$ cat src/rtl/led_seq_pkg.sv
// led_seq_pkg -- shared types and constants for the LED sequencer.
//   state_t        : sequencer states (IDLE / RUN / PAUSE)
//   PAT_STEPn      : LED pattern shown at step n (bit 3 = leftmost LED)
//   SW_*           : speed-select codes on sw
//   step_pattern() : step index -> LED pattern
//   period_shift() : speed code -> extra bits added to DIV_BASE
package led_seq_pkg;

    typedef enum logic [1:0] {
        ST_IDLE  = 2'd0,
        ST_RUN   = 2'd1,
        ST_PAUSE = 2'd2
    } state_t;

    localparam logic [3:0] PAT_STEP0 = 4'b0000;
    localparam logic [3:0] PAT_STEP1 = 4'b0011;
    localparam logic [3:0] PAT_STEP2 = 4'b1001;
    localparam logic [3:0] PAT_STEP3 = 4'b0110;

    localparam logic [1:0] SW_SLOW     = 2'b00;
    localparam logic [1:0] SW_MEDIUM   = 2'b10;
    localparam logic [1:0] SW_FAST     = 2'b01;
    localparam logic [1:0] SW_FAST_ALT = 2'b11;

    function automatic logic [3:0] step_pattern(input logic [1:0] s);
        logic [3:0] p;
        case (s)
            2'd0:    p = PAT_STEP0;
            2'd1:    p = PAT_STEP1;
            2'd2:    p = PAT_STEP2;
            default: p = PAT_STEP3;
        endcase
        return p;
    endfunction

    // Period is 2^(DIV_BASE + shift) clock cycles.
    function automatic logic [1:0] period_shift(input logic [1:0] sel);
        logic [1:0] sh;
        case (sel)
            SW_SLOW:   sh = 2'd2;
            SW_MEDIUM: sh = 2'd1;
            default:   sh = 2'd0;   // SW_FAST, SW_FAST_ALT
        endcase
        return sh;
    endfunction

endpackage

$ cat src/rtl/led_seq_ctrl_tick_gen.sv
// led_tick_gen -- prescaler producing a one-cycle step tick.
//   clk, rst  : system clock, asynchronous active-low reset
//   enable    : count only while high
//   clear     : synchronously return the count to zero (wins over counting)
//   sel       : registered speed code selecting the period
//   tick      : high for the single cycle in which the count sits at P-1
// Requires DIV_BASE >= 1.
module led_tick_gen
    import led_seq_pkg::*;
#(
    parameter int unsigned DIV_BASE = 24
) (
    input  logic       clk,
    input  logic       rst,
    input  logic       enable,
    input  logic       clear,
    input  logic [1:0] sel,
    output logic       tick
);

    localparam int unsigned CW = DIV_BASE + 2;

    logic [CW-1:0] count;
    logic [CW-1:0] last;

    // Terminal count P-1 as an all-ones field of DIV_BASE+shift bits.
    always_comb begin
        last = '0;
        case (period_shift(sel))
            2'd2:    last = '1;
            2'd1:    last = {1'b0, {(CW-1){1'b1}}};
            default: last = {2'b00, {(CW-2){1'b1}}};
        endcase
    end

    assign tick = enable && (count == last);

    always_ff @(posedge clk or negedge rst) begin
        if (!rst) begin
            count <= '0;
        end else if (clear || tick) begin
            count <= '0;
        end else if (enable) begin
            count <= count + 1'b1;
        end
    end

endmodule

$ cat src/rtl/led_seq_ctrl.sv
// led_seq_ctrl -- four-step LED pattern sequencer with start/pause/stop keys.
//   clk        : system clock (all state on rising edge)
//   rst        : asynchronous active-low reset
//   key_start  : start/resume request (debounced level, rising edge acts)
//   key_stop   : pause/stop request (debounced level, rising edge acts)
//   sw[1:0]    : speed select (00 slowest, 10 medium, 01/11 fastest)
//   dir        : 1 = count down; only used when LED_SEQ_REVERSE_EN is defined
//   led[3:0]   : current pattern, led[3] leftmost
//   step[1:0]  : current pattern index
//   running    : high only in RUN
// Build option: define LED_SEQ_REVERSE_EN to let dir reverse the stepping.
module led_seq_ctrl
    import led_seq_pkg::*;
#(
    parameter int unsigned DIV_BASE = 24
) (
    input  logic       clk,
    input  logic       rst,
    input  logic       key_start,
    input  logic       key_stop,
    input  logic [1:0] sw,
    input  logic       dir,
    output logic [3:0] led,
    output logic [1:0] step,
    output logic       running
);

    state_t     state;
    state_t     state_next;
    logic       start_q;
    logic       stop_q;
    logic       start_edge;
    logic       stop_edge;
    logic [1:0] sw_q;
    logic       sw_change;
    logic       tick;
    logic       step_clear;

    // Edge-detect registers reset high so a key held through reset is not an edge.
    always_ff @(posedge clk or negedge rst) begin
        if (!rst) begin
            start_q <= 1'b1;
            stop_q  <= 1'b1;
        end else begin
            start_q <= key_start;
            stop_q  <= key_stop;
        end
    end

    assign start_edge = key_start & ~start_q;
    assign stop_edge  = key_stop  & ~stop_q;

    // The prescaler is cleared on the same edge that loads the new code, so the
    // first cycle using the new period starts from zero.
    assign sw_change = (sw != sw_q);

    always_ff @(posedge clk or negedge rst) begin
        if (!rst) begin
            sw_q <= 2'b00;
        end else begin
            sw_q <= sw;
        end
    end

    always_ff @(posedge clk or negedge rst) begin
        if (!rst) begin
            state <= ST_IDLE;
        end else begin
            state <= state_next;
        end
    end

    always_comb begin
        state_next = state;
        step_clear = 1'b0;
        case (state)
            ST_IDLE: begin
                if (start_edge && !stop_edge) begin
                    state_next = ST_RUN;
                end
            end
            ST_RUN: begin
                if (stop_edge) begin
                    state_next = ST_PAUSE;
                end
            end
            ST_PAUSE: begin
                if (stop_edge) begin
                    state_next = ST_IDLE;
                    step_clear = 1'b1;
                end else if (start_edge) begin
                    state_next = ST_RUN;
                end
            end
            default: begin
                state_next = ST_IDLE;
            end
        endcase
    end

    // Holding the prescaler at zero throughout IDLE makes the first tick land
    // exactly P cycles after the start edge.
    led_tick_gen #(
        .DIV_BASE (DIV_BASE)
    ) u_tick_gen (
        .clk    (clk),
        .rst    (rst),
        .enable (state == ST_RUN),
        .clear  ((state == ST_IDLE) || sw_change),
        .sel    (sw_q),
        .tick   (tick)
    );

`ifdef LED_SEQ_REVERSE_EN
    always_ff @(posedge clk or negedge rst) begin
        if (!rst) begin
            step <= 2'd0;
        end else if (step_clear) begin
            step <= 2'd0;
        end else if (tick) begin
            step <= dir ? step - 2'd1 : step + 2'd1;
        end
    end
`else
    // dir has no effect in this build.
    logic unused_dir;
    assign unused_dir = dir;

    always_ff @(posedge clk or negedge rst) begin
        if (!rst) begin
            step <= 2'd0;
        end else if (step_clear) begin
            step <= 2'd0;
        end else if (tick) begin
            step <= step + 2'd1;
        end
    end
`endif

    assign led     = step_pattern(step);
    assign running = (state == ST_RUN);

endmodule

$ cat config.mk
export PLATFORM = sky130hd
export DESIGN_NAME = led_seq_ctrl
export DESIGN_NICKNAME = d
export VERILOG_FILES = /design/src/rtl/led_seq_pkg.sv /design/src/rtl/led_seq_ctrl_tick_gen.sv /design/src/rtl/led_seq_ctrl.sv
export SDC_FILE = /design/constraint.sdc
export NUM_CORES = 1
export LEC_CHECK = 0
export CORE_MARGIN = 3
export CORE_UTILIZATION = 39
export CTS_CLUSTER_SIZE = 12
export DETAILED_ROUTE_END_ITERATION = 10
export SLEW_MARGIN = 5
export SYNTH_ARGS = -nofsm -noshare
export SYNTH_HDL_FRONTEND = slang
export SYNTH_SLANG_ARGS = --single-unit
$ cat constraint.sdc
create_clock -name clk -period 3.5 [get_ports clk]
set_input_delay 0.35 -clock clk [delete_from_list [all_inputs] [get_ports clk]]
set_output_delay 0.35 -clock clk [all_outputs]
set_load 0.02 [all_outputs]
== Word-level counts from Yosys, hierarchy flattened ==
Cells that the tools add are included.

* Output and inout port bits: 7
* Register bits after elaboration: 34

* Reductions and logical operators: 11
* Eq/ne operators: 12
* Muxes and demuxes: 14
* Bitwise operators: 4
* Add/sub/neg operators: 2

{| class="wikitable"
|+ Operators with widths
! kind !! count
|-
| 26-bit 2-to-1 mux || 2
|-
| 26-bit case mux with 2 select lines || 1
|-
| 26-bit by 1-bit adder with 26-bit output (second input constant) || 1
|-
| 26-bit equality test || 1
|-
| 2-bit 2-to-1 mux || 6
|-
| 4-bit case mux with 3 select lines || 1
|-
| 2-bit equality test (second input constant) || 4
|-
| 2-bit by 1-bit equality test with 1-bit output (second input constant) || 3
|-
| 2-bit zero test || 3
|-
| 2-bit case mux with 3 select lines || 1
|-
| 2-bit inequality test (second input constant) || 2
|-
| 2-bit case mux with 2 select lines || 1
|-
| 2-bit nonzero test || 2
|-
| 3-bit inequality test (second input constant) || 1
|-
| 3-bit AND reduction || 1
|-
| 2-bit by 1-bit adder with 2-bit output (second input constant) || 1
|-
| 1-bit AND || 2
|-
| 1-bit logical AND || 2
|-
| 1-bit logical OR || 2
|-
| 1-bit 2-to-1 mux || 2
|-
| 2-bit inequality test || 1
|-
| 1-bit inverter || 2
|-
| 1-bit zero test || 1
|}

== Logic depth before layout (Yosys ltp) ==
Gate-level depths: netlist of the first run.

* Word-level depth: 8
* Depth in mapped cells: 7
* Mapped depth without buffers: 6

== Cells and area by module ==
Synthesis of the first run repeated with hierarchy kept, for this count alone.

* Cell total of the unflattened synthesis: 187
* Area, all modules: 1,835.5 um^2

{| class="wikitable"
|+ Modules (own cells, without submodules)
! module !! cells each !! instances !! area an instance (um^2) !! sequential area each (um^2)
|-
| led_tick_gen || 155 || 1 || 1,440.1 || 650.6
|-
| led_seq_ctrl || 32 || 1 || 395.4 || 202.7
|}

== Least setup slack after synthesis of the first run ==
OpenSTA, ideal clock, no wires.

* Path type: register to register
* From: register u_tick_gen.count[2]
* To: register u_tick_gen.count[25]
* Data arrival time: 1,649 ps
* Slack: 1,772 ps
* Path buffers: 0
* Clock period less this slack: 1,728 ps
* Data required time: 3,421 ps
* Cell stages (with the launch flop): 6
* Cell sequence: dfrtp_1 nand4_4 nor3_4 nand4_2 or4b_1 a21oi_1

* Cells in the longest elaborated chain, start to end: 4
* Elaborated cells on any way between the ends: 7
* Classes of those cells: add/sub (1); eq/ne (1); mux (2); reduce/logical (3)

{| class="wikitable"
|+ Ends and longest elaborated chain
! element !! line !! text
|-
| start: declaration || led_seq_ctrl_tick_gen.sv:23 || <nowiki>logic [CW-1:0] count;</nowiki>
|-
| start signal: assignment || led_seq_ctrl_tick_gen.sv:44 || <nowiki>count <= count + 1'b1;</nowiki>
|-
| branches (longest 4 deep; another with 26-bit by 1-bit adder with 26-bit output) || -- ||
|}

Parallel ways; which one is timed is not known. The select of a mux whose other input is x is not followed.
A chain may end at the register's enable or synchronous reset.

== Final worst setup path of the first run ==
* From: register step[0]
* To: output led[1]

* Cells in the longest elaborated chain, start to end: 2
* Elaborated cells on any way between the ends: 4
* Classes of those cells: eq/ne (2); mux (1); reduce/logical (1)

{| class="wikitable"
|+ Ends and longest elaborated chain
! element !! line !! text
|-
| start: declaration || led_seq_ctrl.sv:24 || <nowiki>output logic [1:0] step,</nowiki>
|-
| start signal: assignment || led_seq_ctrl.sv:135 || <nowiki>step <= step + 2'd1;</nowiki>
|-
| 2-bit equality test (tied with other cells) || led_seq_pkg.sv:27 || <nowiki>case (s)</nowiki>
|-
| 4-bit case mux with 3 select lines (*) || led_seq_pkg.sv:27 ||
|-
| end: declaration || led_seq_ctrl.sv:23 || <nowiki>output logic [3:0] led,</nowiki>
|}

Mark *: on every way between the ends. The rest lies on a longest branch, timed or not.

==> impl_metrics.tcl, run 1 <==
set metrics [dict create \
    status "completed" \
    routed_via_density 5.33 \
    mostFrequentLayoutCells "32 x dfrtp_1, 25 x nor2_1, 19 x xor2_1" \
    dr.pass1.iters 4 \
    slew_violations 0 \
    p_per_area_mw_per_mm2 428 \
    grt_usage_pct 14.4 \
    period_share_pct 60.5 \
    p_sw_share_pct 28.3 \
    p_int_mw 0.636 \
    power_frac_comb_pct 17.5 \
    p_leak_nw 0.851 \
    setup_ws_ns 1.38 \
    fillers 415 \
    gp_congestion 0.823 \
    critPathLaunchType "flip-flop" \
    synth.distinct_cells 38 \
    synth-seq-cells 34 \
    slew-limit-headroom_pct 48.9 \
    pre_cts_slack_ns 1.10 \
    syn-mean-instance-area_um2 9.82 \
    cts_hold_buf 0 \
    synth-main-ff-cell "dfrtp_1" \
    worst-setup-path-type "reg2out" \
    cts_tree "built" \
    clk-insertion-delay-late_ns 0.29 \
    clock_path_buffers 2 \
    io_pins 14 \
    min_period_ns 2.12 \
    regArea_um2 853 \
    p_seq_share_pct 47.9 \
    final_antenna_net_count 0 \
    fin_skew_ns 0.00477 \
    worstSetupEndpointType "output pin" \
    htree_levels 2 \
    hold_viol 0 \
    io_buffer_count 12 \
    synth_top_area_cell "dfrtp_1" \
    drive_gt1_share_pct 9.95 \
    rsz0062_at_grt "no" \
    first_global_vias 1295 \
    cp.arrival_ns 1.77 \
    ys_warn_count 0 \
    initial_core_util_pct 40.7 \
    antenna_found_initial 0 \
    remaining_drc_errors 0 \
    drt_iter0_markers 86 \
    grt_pass1_wl_um 6030 \
    final_nets 211 \
    via_count 1348 \
    worst_pin_slew_ns 0.761 \
    tns_ns 0 \
    drv_cap 0 \
    dieArea_mm2 0.00546 \
    die-width_um 73.9 \
    grt_max_degree 35 \
    dieHeight_um 73.9 \
    final_common_cell "dfrtp_1" \
    netlist_top_cells_area "dfrtp_1 45%, xor2_1 9.3%, nor2_1 5.2%, nand3_1 3.1%, dfstp_2 2.9%" \
    clkSinkCount 34 \
    syn_inst 183 \
    hold_path.class "in2async" \
    ir_worst_vdd_v 0.000295 \
    p_sw_mw 0.251 \
    overflow 0 \
    numCtsBuffers 5 \
    yosysTopAreaCellShare_pct 44.6 \
    yosysSeqAreaShare_pct 47.5 \
    core_mm2 0.00441 \
    wire_per_inst_um 13.6 \
    antenna_cells 0 \
    rows 24 \
    cts_setup_buffers 0 \
    setup_viol 0 \
    p_clk_share_pct 34.6 \
    max_freq_mhz 472 \
    synth_enable_flop_cells 0 \
    multiInputGateArea_um2 888 \
    synth_fp_nets 194 \
    cts_resized 0 \
    hpwl_um 2370 \
    clkTransAtPathRegs_ns 0.07 \
    async_flop_share_pct 100 \
    wirelength_um 3440 \
    syn_area_mm2 0.00180 \
    required_ns 3.15 \
    syn_to_final_growth_pct 15.3 \
    clock_tree.root_cell "clkbuf_8" \
    crit_path_max_fanout 6 \
]
cells by family (layout without fill, tap and decap cells):
logic type / after synthesis / in the layout / share of synthesized area, %
fa+ha+maj: 4 / 4 / 2.79
simple gates: 82 / 82 / 25.6
buf+inv: 13 / 31 / 3.06
xor+xnor: 25 / 25 / 12.2
flops: 34 / 34 / 47.5
compound gates: 25 / 25 / 8.84
cells in the mapped netlist, types with 4 or more instances:
master	n
ha_1	4
xor2_1	19
xnor2_1	6
nor2_1	25
nand2_1	9
inv_1	9
nand4_1	8
a21oi_1	7
nand2b_1	5
dfrtp_1	32
nand3_1	11
and3_1	4
o21ai_0	9
metrics by stage:
stage	instances	power (mW)	cell area, µm²	hold slack (ns)	utilization, %
after floorplan	183	0.515	1800	0.0544	-
after global placement	245	0.586	1980	0.510	44.8
after detailed placement	245	0.590	1980	0.520	44.8
after CTS	253	0.901	2070	0.479	46.9
after global routing	253	0.936	2070	0.490	46.9
final	253	0.886	2070	0.461	46.9
cell type report:
class / count / share of cell area (%)
sequential: 34 / 41.2
multi-input combinational: 136 / 42.9
timing repair buffer: 14 / 6.53
tap: 52 / 3.14
clock inverter: 2 / 0.604
inverter: 9 / 1.63
clock buffer: 6 / 3.99
flip-flops by register name, indices dropped and copies added, names as in the netlist:
name / flops
stop_q: 1
state: 2
sw_q: 2
step: 2
start_q: 1
u_tick_gen.count: 26
routing by layer:
metal,part of all wire [%],vias up,GRT usage [%]
met1,48,658,18.4
met4,1.9,0,6.44
met5,0,-,0
met2,47,13,22.6
li1,-,672,-
met3,2.7,5,4.10
path summary, 6_finish.rpt:
kind / start / endpoint / slack [ns] / depth (start not counted)
setup / recovery: step[0] / led[1] / 1.38 / 3
hold / removal: rst / u_tick_gen.count[20] / 0.46 / 2
setup reg to reg: u_tick_gen.count[9] / u_tick_gen.count[2] / 1.41 / 6
hold reg to reg: u_tick_gen.count[19] / u_tick_gen.count[19] / 0.54 / 2
max in group asynchronous: rst / stop_q / 2.69 / 2
min in group clk: key_start / start_q / 0.49 / 1
power groups by stage:
stage | Combinational, mW | Clock, mW | Sequential (mW)
after floorplan | 0.0801 | 0 | 0.435
after global placement | 0.156 | 0 | 0.431
after detailed placement | 0.158 | 0 | 0.432
after CTS | 0.158 | 0.318 | 0.424
after global routing | 0.171 | 0.338 | 0.427
final | 0.155 | 0.307 | 0.424
worst max-delay path, cell delays in order (launching register included):
cell,delay [ns]
dfrtp_1,0.43
ha_1,0.23
or2_2,0.29
clkdlybuf4s50_1,0.54
Power figures use the tool's default switching activity.
==> run 2: changes to the inputs <==
==> constraint.sdc (replaced) <==
create_clock -name clk -period 1.7 [get_ports clk]
set_input_delay 0.17 -clock clk [delete_from_list [all_inputs] [get_ports clk]]
set_output_delay 0.17 -clock clk [all_outputs]
set_load 0.02 [all_outputs]
==> run 2 against run 1 <==
Clock power is 150% higher. Non-clock buffer count is 30 higher. Power is 120% higher. Largest cell class unchanged. Setup slack worse by 1.3 ns. Clock-buffer cell count stayed put.
==> impl_metrics.tcl, run 2 (same netlist as run 1, synthesis figures left out) <==
set metrics [dict create \
    pre_cts_slack_ns -0.278 \
    grt_usage_pct 15.5 \
    ir_worst_vdd_v 0.000454 \
    slew-limit-headroom_pct 71.1 \
    cp.arrival_ns 1.87 \
    crit_path_max_fanout 4 \
    clkTransAtPathRegs_ns 0.07 \
    final_antenna_net_count 0 \
    crit_chain "and4_4, and4_4, nand4_2, or4b_4, a21oi_2" \
    mostFrequentLayoutCells "30 x buf_4, 30 x dfrtp_1, 25 x nor2_1" \
    period_share_pct 97.2 \
    routed_via_density 5.12 \
    power_frac_comb_pct 17.6 \
    clk-insertion-delay-late_ns 0.29 \
    p_clk_share_pct 38.3 \
    worstSetupEndpointType "flip-flop" \
    stdcell_count 282 \
    numCtsBuffers 5 \
    wire_per_inst_um 13.3 \
    hold_viol 0 \
    worst_pin_slew_ns 0.434 \
    slew_violations 0 \
    fin_skew_ns 0.0107 \
    p_sw_share_pct 25.9 \
    status "completed" \
    p_sw_mw 0.511 \
    grt_pass1_wl_um 6480 \
    htree_levels 2 \
    via_count 1443 \
    min_period_ns 1.65 \
    dr.pass1.iters 4 \
    overflow 0 \
    p_seq_share_pct 44.1 \
    core_mm2 0.00441 \
    hold_path.class "in2async" \
    cpPeakStageDelay_ns 0.51 \
    io_pins 14 \
    final_nets 241 \
    rows 24 \
    critPathLaunchType "flip-flop" \
    drt_iter0_markers 58 \
    required_ns 1.92 \
    clkSinkCount 34 \
    io_buffer_count 12 \
    rsz0062_at_grt "yes" \
    clock_tree.root_cell "clkbuf_8" \
    largest_register_ffs 26 \
    p_per_area_mw_per_mm2 818 \
    dieHeight_um 73.9 \
    crit_slowest_cell "or4b_4" \
    antenna_cells 0 \
    hold_slack_ns 0.301 \
    gp_congestion 0.791 \
    drv_cap 0 \
    worst-setup-path-type "reg2reg" \
    initial_core_util_pct 40.7 \
    drive_gt1_share_pct 30.0 \
    grt_max_degree 35 \
    remaining_drc_errors 0 \
    clock_path_buffers 2 \
    syn_to_final_growth_pct 34.3 \
    path_buf_inv 0 \
    setup_ws_ns 0.0469 \
    setup_viol 0 \
    top_register "u_tick_gen.count" \
    die-width_um 73.9 \
    fillers 395 \
    tns_ns 0 \
    wirelength_um 3750 \
    final_core_util_pct 54.7 \
    cpMostUsedCell "and4_4" \
    antenna_found_initial 0 \
    cp_top_family "simple AND/OR/NAND/NOR gates" \
    cts_tree "built" \
    place_inst 270 \
    dieArea_mm2 0.00546 \
    hpwl_um 2640 \
    p_leak_nw 1.06 \
    first_global_vias 1441 \
    max_freq_mhz 605 \
    p_int_mw 1.46 \
]
## run 2: changes by cell type in the layout (fill, tap and decap cells not counted), sizes merged
| cell | previous run | this run |
|---|---|---|
| clkinvlp | 1 | 0 |
| bufinv | 0 | 1 |
| clkdlybuf4s15 | 0 | 1 |
| buf | 2 | 32 |
| clkdlybuf4s50 | 12 | 7 |
| dlygate4sd2 | 0 | 4 |
| clkinv | 1 | 0 |
## run 2: power groups by stage
stage	combinational, mW	clock [mW]	sequential (mW)
finish	0.348	0.756	0.871
global route	0.382	0.806	0.876
CTS	0.338	0.780	0.869
detailed placement	0.356	0	0.884
global placement	0.350	0	0.881
floorplan	0.165	0	0.895
## run 2: area by class of cell
type                    count  area (µm²)  share of cell area [%]
inverters                   9        33.8                    1.40
repair buffers             44         373                    15.4
well taps                  52        65.1                    2.70
multi-input cells         136         973                    40.3
clock buffers               6        82.6                    3.42
clock inverters             1        30.0                    1.24
flip-flops and latches     34         856                    35.5
## run 2: timing repair
item,4_1_cts,5_1_grt
resized for setup,12,16
pin swaps,4,10
hold buffers,0,0
endpoints found under the setup margin,10,28
setup buffers,0,5
## run 2: final timing paths
check,startpoint,end,slack [ns],cells past startpoint
max,u_tick_gen.count[17],u_tick_gen.count[25],0.05,5
min,rst,u_tick_gen.count[22],0.30,2
max reg2reg,u_tick_gen.count[17],u_tick_gen.count[25],0.05,5
min reg2reg,u_tick_gen.count[6],u_tick_gen.count[6],0.55,2
max in group asynchronous,rst,stop_q,1.07,2
min in group clk,key_start,start_q,0.32,1
## run 2: through the flow
stage / cell area, µm² / power [mW]
after floorplan: 1800 / 1.06
after global placement: 2180 / 1.23
after detailed placement: 2180 / 1.24
after CTS: 2320 / 1.99
after global routing: 2410 / 2.06
final: 2410 / 1.98
## run 2: per-layer routing
layer  GRT usage [%]  vias to the layer above  wire (µm)
met4            5.43                        0         54
met3            4.10                        7         92
met2            25.4                       11       1860
met5               0                        -          0
li1                -                      723          -
met1            19.7                      702       1740
==> run 3: changes to the inputs <==
--- a/config.mk
+++ b/config.mk
@@ -5,10 +5,11 @@
 export SDC_FILE = /design/constraint.sdc
 export NUM_CORES = 1
 export LEC_CHECK = 0
-export CORE_MARGIN = 3
+export CORE_MARGIN = 1.5
 export CORE_UTILIZATION = 39
 export CTS_CLUSTER_SIZE = 12
 export DETAILED_ROUTE_END_ITERATION = 10
+export SKIP_LAST_GASP = 1
 export SLEW_MARGIN = 5
 export SYNTH_ARGS = -nofsm -noshare
 export SYNTH_HDL_FRONTEND = slang
==> run 3 against run 2 <==
The run now ends with negative setup slack left. First-iteration DRC count up 40%. Combinational power about the same. Utilization up 0.52 points. Maximum frequency down 2.9%. Non-clock buffer count up 1. Clock power down 2%. Critical path depth up 1. Clock-buffer cell count down 1. Final area up 0.26%. Via count up 3.1%.
==> impl_metrics.tcl, run 3 (same netlist as run 1, synthesis figures left out) <==
set metrics [dict create \
    via_count 1488 \
    final_nets 242 \
    required_ns 1.86 \
    rsz0062_at_grt "yes" \
    dieHeight_um 70.9 \
    htree_levels 2 \
    clkSinkCount 34 \
    critPathLaunchType "flip-flop" \
    antenna_cells 0 \
    mostFrequentLayoutCells "32 x buf_4, 30 x dfrtp_1, 25 x nor2_1" \
    routed_via_density 5.24 \
    final_common_cell "buf_4" \
    hold_viol 0 \
    total_power_mw 1.96 \
    crit_slowest_cell "dfrtp_1" \
    cts_tree "built" \
    p_per_area_mw_per_mm2 811 \
    syn_to_final_growth_pct 34.7 \
    dr.pass1.iters 4 \
    tns_ns -0.00241 \
    cp.arrival_ns 1.86 \
    gp_congestion 0.781 \
    violations "negative setup slack" \
    rows 24 \
    clock_tree.root_cell "clkbuf_8" \
    pre_cts_slack_ns -0.265 \
    antenna_found_initial 0 \
    max_freq_mhz 587 \
    crit_chain "nand4_4, nor3_4, nand4_1, buf_4, o211ai_1, o21ai_0" \
    status "finished with violations" \
    initial_core_util_pct 41.0 \
    worst_pin_slew_ns 0.443 \
    worstSetupEndpointType "flip-flop" \
    setup_viol 1 \
    largest_register_ffs 26 \
    drt_iter0_markers 81 \
    design_area_mm2 0.00242 \
    r2r_cells 6 \
    place_inst 269 \
    final_core_util_pct 55.2 \
    numCtsBuffers 5 \
    wirelength_um 3990 \
    grt_max_degree 35 \
    hold_slack_ns 0.294 \
    clkTransAtPathRegs_ns 0.08 \
    io_buffer_count 12 \
    r2r-start "u_tick_gen.count[5]" \
    setup_ws_ns -0.00241 \
    ir_worst_vdd_v 0.000540 \
    hpwl_um 2630 \
    hold_path.class "in2async" \
    top_register "u_tick_gen.count" \
    path_buf_inv 1 \
    wire_per_inst_um 14.0 \
    dpl_cell_area_mm2 0.00217 \
    r2r_end "u_tick_gen.count[0]" \
    drive_gt1_share_pct 29.7 \
    first_global_vias 1557 \
    io_pins 14 \
    ff2ff_setup_slack_ns -0.002 \
    min_period_ns 1.70 \
    fin_skew_ns 0.00786 \
    remaining_drc_errors 0 \
    slew-limit-headroom_pct 70.2 \
    grt_pass1_wl_um 7050 \
    cpPeakStageDelay_ns 0.42 \
    worst-setup-path-type "reg2reg" \
    stdcell_count 284 \
    cp_top_family "simple AND/OR/NAND/NOR gates" \
    slew_violations 0 \
    overflow 0 \
    die-width_um 70.9 \
    crit_path_max_fanout 5 \
    final_antenna_net_count 0 \
    clock_path_buffers 2 \
    grt_usage_pct 17.6 \
    core_mm2 0.00438 \
    p_leak_nw 1.07 \
    clk-insertion-delay-late_ns 0.29 \
    period_share_pct 100 \
    drv_cap 0 \
    dieArea_mm2 0.00502 \
]
[run 3: worst max path at each step]
stage,slack [ns],cells after the start,end,startpoint
floorplan,0.003,6,u_tick_gen.count[25],u_tick_gen.count[9]
global placement,-0.17,6,u_tick_gen.count[24],sw[0]
detailed placement,-0.27,6,u_tick_gen.count[14],sw[1]
CTS,-0.05,5,u_tick_gen.count[14],sw_q[0]
global route,-0.12,6,step[0],u_tick_gen.count[4]
finish,-0.002,6,u_tick_gen.count[0],u_tick_gen.count[5]
[run 3: area by class of cell]
type	count	area, µm²
clock buffers	5	68.8
clock inverters	3	40.0
fillers	382	1960
inverters	9	33.8
multi-input cells	136	986
flip-flops and latches	34	856
well taps	52	65.1
repair buffers	45	370
[run 3: what timing repair did]
action,in CTS,in global routing
resized for setup,9,17
gates cloned,0,0
setup endpoints to repair,14,29
hold buffers,0,0
setup buffers,5,2
pin swaps,4,5
[run 3: power by group]
group	internal [mW]	switching (mW)	leakage, nW
combinational	0.147	0.201	0.552
sequential	0.840	0.0334	0.457
clock	0.432	0.309	0.0579
total	1.42	0.543	1.07
[run 3: worst register-to-register path, delay by kind of cell (launching register included)]
family                 cells  cell delay, ns
and+or+nand+nor            3            0.59
buffers and inverters      1            0.19
DFF                        1            0.42
AOI/OAI and AO/OA          2            0.39
[run 3: per-layer routing]
metal	GRT usage, %	share of wire (%)	vias up
met5	0	0	-
met4	6.29	1.1	0
met3	3.56	2.6	5
met2	29.1	51	17
met1	22.9	45	740
li1	-	-	726
